--- config.mk ---
export PLATFORM = sky130hd
export DESIGN_NAME = uart_rx
export DESIGN_NICKNAME = d
export VERILOG_FILES = /design/src/rtl/uart_rx.sv
export SDC_FILE = /design/constraint.sdc
export NUM_CORES = 1
export LEC_CHECK = 0
export ABC_AREA = 1
export CORE_MARGIN = 10
export CORE_UTILIZATION = 55
export CTS_CLUSTER_DIAMETER = 150
export DETAILED_ROUTE_END_ITERATION = 8
export MAX_ROUTING_LAYER = met4
export PLACE_DENSITY = 0.76
export SYNTH_ARGS = -nofsm -noshare
export SYNTH_HDL_FRONTEND = slang
export SYNTH_SLANG_ARGS = --single-unit
--- constraint.sdc ---
create_clock -name CLK -period 1.9 [get_ports CLK]
set_input_delay 0.38 -clock CLK [delete_from_list [all_inputs] [get_ports CLK]]
set_output_delay 0.38 -clock CLK [all_outputs]
set_load 0.01 [all_outputs]
--- src/rtl/uart_rx.sv ---
// rtl/uart_rx.sv - oversampling UART receiver; optional even parity via UART_RX_PARITY_EN
module uart_rx #(
    parameter int CLK_HZ       = 12000000,
    parameter int BIT_RATE     = 9600,
    parameter int PAYLOAD_BITS = 8
) (
    input  logic                    CLK,
    input  logic                    RST,
    input  logic                    RX_data,
    input  logic                    uart_rx_en,
    output logic [PAYLOAD_BITS-1:0] uart_rx_data,
    output logic                    uart_rx_valid,
    output logic                    uart_rx_frame_err,
    output logic                    uart_rx_break
`ifdef UART_RX_PARITY_EN
    ,
    output logic                    uart_rx_parity_err
`endif
);
    localparam int CLKS_PER_BIT = CLK_HZ / BIT_RATE;
    localparam int CW = (CLKS_PER_BIT > 1) ? $clog2(CLKS_PER_BIT) : 1;
    localparam int IW = $clog2(PAYLOAD_BITS + 1);
    localparam logic [CW-1:0] HALF     = CW'(CLKS_PER_BIT / 2);
    localparam logic [CW-1:0] LAST     = CW'(CLKS_PER_BIT - 1);
    localparam logic [IW-1:0] LAST_IDX = IW'(PAYLOAD_BITS - 1);

    typedef enum logic [2:0] {
        IDLE,
        START,
        DATA,
        STOP
`ifdef UART_RX_PARITY_EN
        ,
        PARITY
`endif
    } state_t;

    state_t                  state;
    logic [1:0]              sync;
    logic                    rx_prev;
    logic [CW-1:0]           cnt;
    logic [IW-1:0]           idx;
    logic [PAYLOAD_BITS-1:0] shreg;
`ifdef UART_RX_PARITY_EN
    logic                    par_bad;
`endif

    logic rx_s;
    assign rx_s = sync[1];

    always_ff @(posedge CLK) begin
        if (RST) begin
            state             <= IDLE;
            sync              <= 2'b11;
            rx_prev           <= 1'b1;
            cnt               <= '0;
            idx               <= '0;
            shreg             <= '0;
            uart_rx_data      <= '0;
            uart_rx_valid     <= 1'b0;
            uart_rx_frame_err <= 1'b0;
            uart_rx_break     <= 1'b0;
`ifdef UART_RX_PARITY_EN
            par_bad            <= 1'b0;
            uart_rx_parity_err <= 1'b0;
`endif
        end else begin
            sync              <= {sync[0], RX_data};
            rx_prev           <= rx_s;
            uart_rx_valid     <= 1'b0;
            uart_rx_frame_err <= 1'b0;
            uart_rx_break     <= 1'b0;
`ifdef UART_RX_PARITY_EN
            uart_rx_parity_err <= 1'b0;
`endif
            case (state)
                IDLE: begin
                    cnt <= '0;
                    idx <= '0;
                    // A low line left over from a bad stop bit cannot trigger: an edge needs a prior high
                    if (uart_rx_en && rx_prev && !rx_s)
                        state <= START;
                end
                START: begin
                    if (cnt == HALF) begin
                        cnt   <= '0;
                        state <= rx_s ? IDLE : DATA;
                    end else begin
                        cnt <= cnt + 1'b1;
                    end
                end
                DATA: begin
                    if (cnt == LAST) begin
                        cnt   <= '0;
                        shreg <= {rx_s, shreg[PAYLOAD_BITS-1:1]};
                        if (idx == LAST_IDX) begin
                            idx <= '0;
`ifdef UART_RX_PARITY_EN
                            state <= PARITY;
`else
                            state <= STOP;
`endif
                        end else begin
                            idx <= idx + 1'b1;
                        end
                    end else begin
                        cnt <= cnt + 1'b1;
                    end
                end
`ifdef UART_RX_PARITY_EN
                PARITY: begin
                    if (cnt == LAST) begin
                        cnt     <= '0;
                        par_bad <= ^{shreg, rx_s};
                        state   <= STOP;
                    end else begin
                        cnt <= cnt + 1'b1;
                    end
                end
`endif
                STOP: begin
                    if (cnt == LAST) begin
                        cnt   <= '0;
                        state <= IDLE;
                        if (rx_s) begin
`ifdef UART_RX_PARITY_EN
                            if (par_bad) begin
                                uart_rx_parity_err <= 1'b1;
                            end else begin
                                uart_rx_data  <= shreg;
                                uart_rx_valid <= 1'b1;
                            end
`else
                            uart_rx_data  <= shreg;
                            uart_rx_valid <= 1'b1;
`endif
                        end else begin
                            uart_rx_frame_err <= 1'b1;
                            uart_rx_break     <= (shreg == '0);
                        end
                    end else begin
                        cnt <= cnt + 1'b1;
                    end
                end
                default: state <= IDLE;
            endcase
        end
    end
endmodule
==> flow_summary.ini <==
[pwr]
p_switching_w = 0.0004894
powerDensity_nw_per_um2 = 792.7
power_w = 0.001581
leakage_nw = 0.7421
clkPwrFrac = 0.262
seq_power_share = 0.567
p_int_w = 0.001092
ir_worst_vdd_mv = 0.5678
combPwrFrac = 0.171
netSwitchingFraction = 0.3096

[clock_network]
postCtsSetupBuffers = 0
clock-sinks = 39
clkTransAtPathRegs_ns = 0.13
ctsResizeCount = 0
cts_buffer_depth = 2
cts_tree = done
cts_root_buf = clkbuf_4
clk_latency_ns = 0.35
cts_max_level = 2
cts_made_buffers = 5
cts_hold_buffers = 0

[yosys]
netlist_top_cells_count = 52 x nand2_1, 39 x dfxtp_1, 20 x nand3_1
synthFlopType = dfxtp_1
yosys_warnings = 0
syn_inst = 224
async_flop_share = 0
synth-edff-count = 0
synth.cell_area_sq_um = 1743
synth_cell_types = 29
ys_ff_latch = 39
yosysMostFrequentCell = nand2_1
synth_area_leaders = dfxtp_1 45%, nand2_1 11%, nand3_1 5.7%, a21oi_1 5.5%, inv_1 3.4%
synth_nets = 231
yosysTopAreaCellShare = 0.4480
synth_top_area_cell = dfxtp_1
ys_seq_area_frac = 0.4480
synth_area_per_cell_sq_um = 7.781

[critical_path]
crit_chain = clkdlybuf4s50_1
setup.worst_path.start_class = flop
path_max_fanout = 2
cpLargestDelayFamily = buffers and inverters
critPathSlowestCell = clkdlybuf4s50_1
crit_arrival_ns = 1.26
worst-path-buf-inv = 1
critPathCaptureType = output pin
reg2reg_from = cnt[0]$_SDFFE_PP0P_
worstPathRequired_ns = 1.52
slowest_delay_ns = 0.54
startpoint = uart_rx_data[0]$_SDFFE_PP0P_
crit_type = reg2out

[timing]
setup_slack_ns = 0.2609
rsz0062_at_grt = false
period_minus_slack_ns = 1.639
tightestPinTransition_ns = 0.3509
clock_skew_ns = 0.01546
period_share = 0.8627
maxSlewHeadroom = 0.7653
setup-violations-final = 0
hold_viol_final = 0
fin_tns_setup_ns = 0
max_freq_mhz = 610.1
drv_slew = 0

[floorplan]
ios = 15
start_util = 0.5709
num_rows = 20
core-area_sq_um = 3053
dieArea_sq_um = 5821
fp.dieW_microns = 76.30
fp.dieH_microns = 76.30

[global_routing]
grt_usage = 0.1151
grt_max_degree = 18
grt_pass1_wl_microns = 5671
antenna_found_initial = 0
overflow = 0
grt_pass1_vias = 1278

[placed_design]
hpwl_microns = 2389
dp_slack_ns = 0.2472
placed_cell_area_sq_um = 1937
portBuffers = 14
gp_congestion = 0.8635

[detailed_routing]
drt-met1-wl_microns = 1714
top_layer_used = met4
ant_nets = 0
num_vias = 1436
first_pass_iters = 4
wl_met3_microns = 167
routed-wl-met2_microns = 1321
drcViolationCount = 0
viasPerCell = 4.969
wl_per_cell_microns = 11.19
first_iter_violations = 97
wl_microns = 3234

[cells_and_area]
final_area_sq_um = 1994
drive_above_1_share = 0.1755
n_antenna_cell = 0
area_delta_synth_final_pct = 14.43
final_core_util = 0.6533
nets = 251

[run]
cap_violations = 0

[outcome]
outcome = complete, no violations

[worst_hold_path]
hold_path_class = reg2reg
min_from = sync[0]$_SDFF_PP1_
-- logic make-up (layout without fill, tap and decap cells) --
family / after synthesis / in the layout / synth area share
AND/OR/NAND/NOR: 126 / 126 / 0.3711
buffers and inverters: 26 / 47 / 0.06102
flip-flops: 39 / 39 / 0.4480
adder cells (fa/ha/maj): 3 / 3 / 0.02154
AO/OA/AOI/OAI: 25 / 25 / 0.07322
XOR/XNOR: 5 / 5 / 0.02512
-- path summary, 6_finish.rpt --
kind | depth (start not counted) | slack [ns] | to
max reg2reg | 8 | 0.30 | cnt[6]$_SDFFE_PP0P_
min | 1 | 0.42 | sync[1]$_SDFF_PP1_
min reg2reg | 1 | 0.42 | sync[1]$_SDFF_PP1_
max | 1 | 0.26 | uart_rx_data[0]
-- through the flow --
step	hold WS (ns)	std cells
4_1_cts	0.4285	289
3_3_place_gp	0.3924	281
2_1_floorplan	0.3895	224
3_5_place_dp	0.3994	281
5_1_grt	0.4362	289
6_report	0.4217	289
-- flip-flops by register name, indices dropped and copies added (netlist names) --
signal,flops
uart_rx_break,1
cnt,11
uart_rx_data,8
idx,4
shreg,8
uart_rx_valid,1
sync,2
uart_rx_frame_err,1
rx_prev,1
state,2
-- placed cells by master (no fill, tap or decap), drive strengths merged, types with 3 or more instances in the layout --
cell type	instances
o21ai	5
nor3	7
nand3	21
clkdlybuf4s50	14
nor2	27
dfxtp	39
nand4	5
a21oi	19
buf	3
nor3b	3
inv	22
ha	3
or2	3
xor2	4
nand2	57
clkbuf	5
-- layout make-up --
class                           count  area (sq um)
Clock buffer                        5         37.54
Multi-Input combinational cell    159         855.8
Tap cell                           44         55.05
Timing Repair Buffer               17         162.7
Sequential cell                    39         780.7
Fill cell                         277          1059
Inverter                           22         82.58
Clock inverter                      3         20.02
-- layer usage --
layer | track usage | up-vias
met5 | - | -
met4 | 0.02788 | 0
met3 | 0.04245 | 5
met2 | 0.1556 | 25
met1 | 0.1569 | 639
li1 | - | 767
-- power by group through the flow --
stage | registers (W) | clock network, W | logic, W
after CTS | 0.000895 | 0.000436 | 0.000271
after global placement | 0.000913 | 0 | 0.000269
after detailed placement | 0.000914 | 0 | 0.000269
after global routing | 0.000903 | 0.000476 | 0.000315
after floorplan | 0.000906 | 0 | 0.000226
final | 0.000896 | 0.000414 | 0.000270
Power figures use the tool's default switching activity.
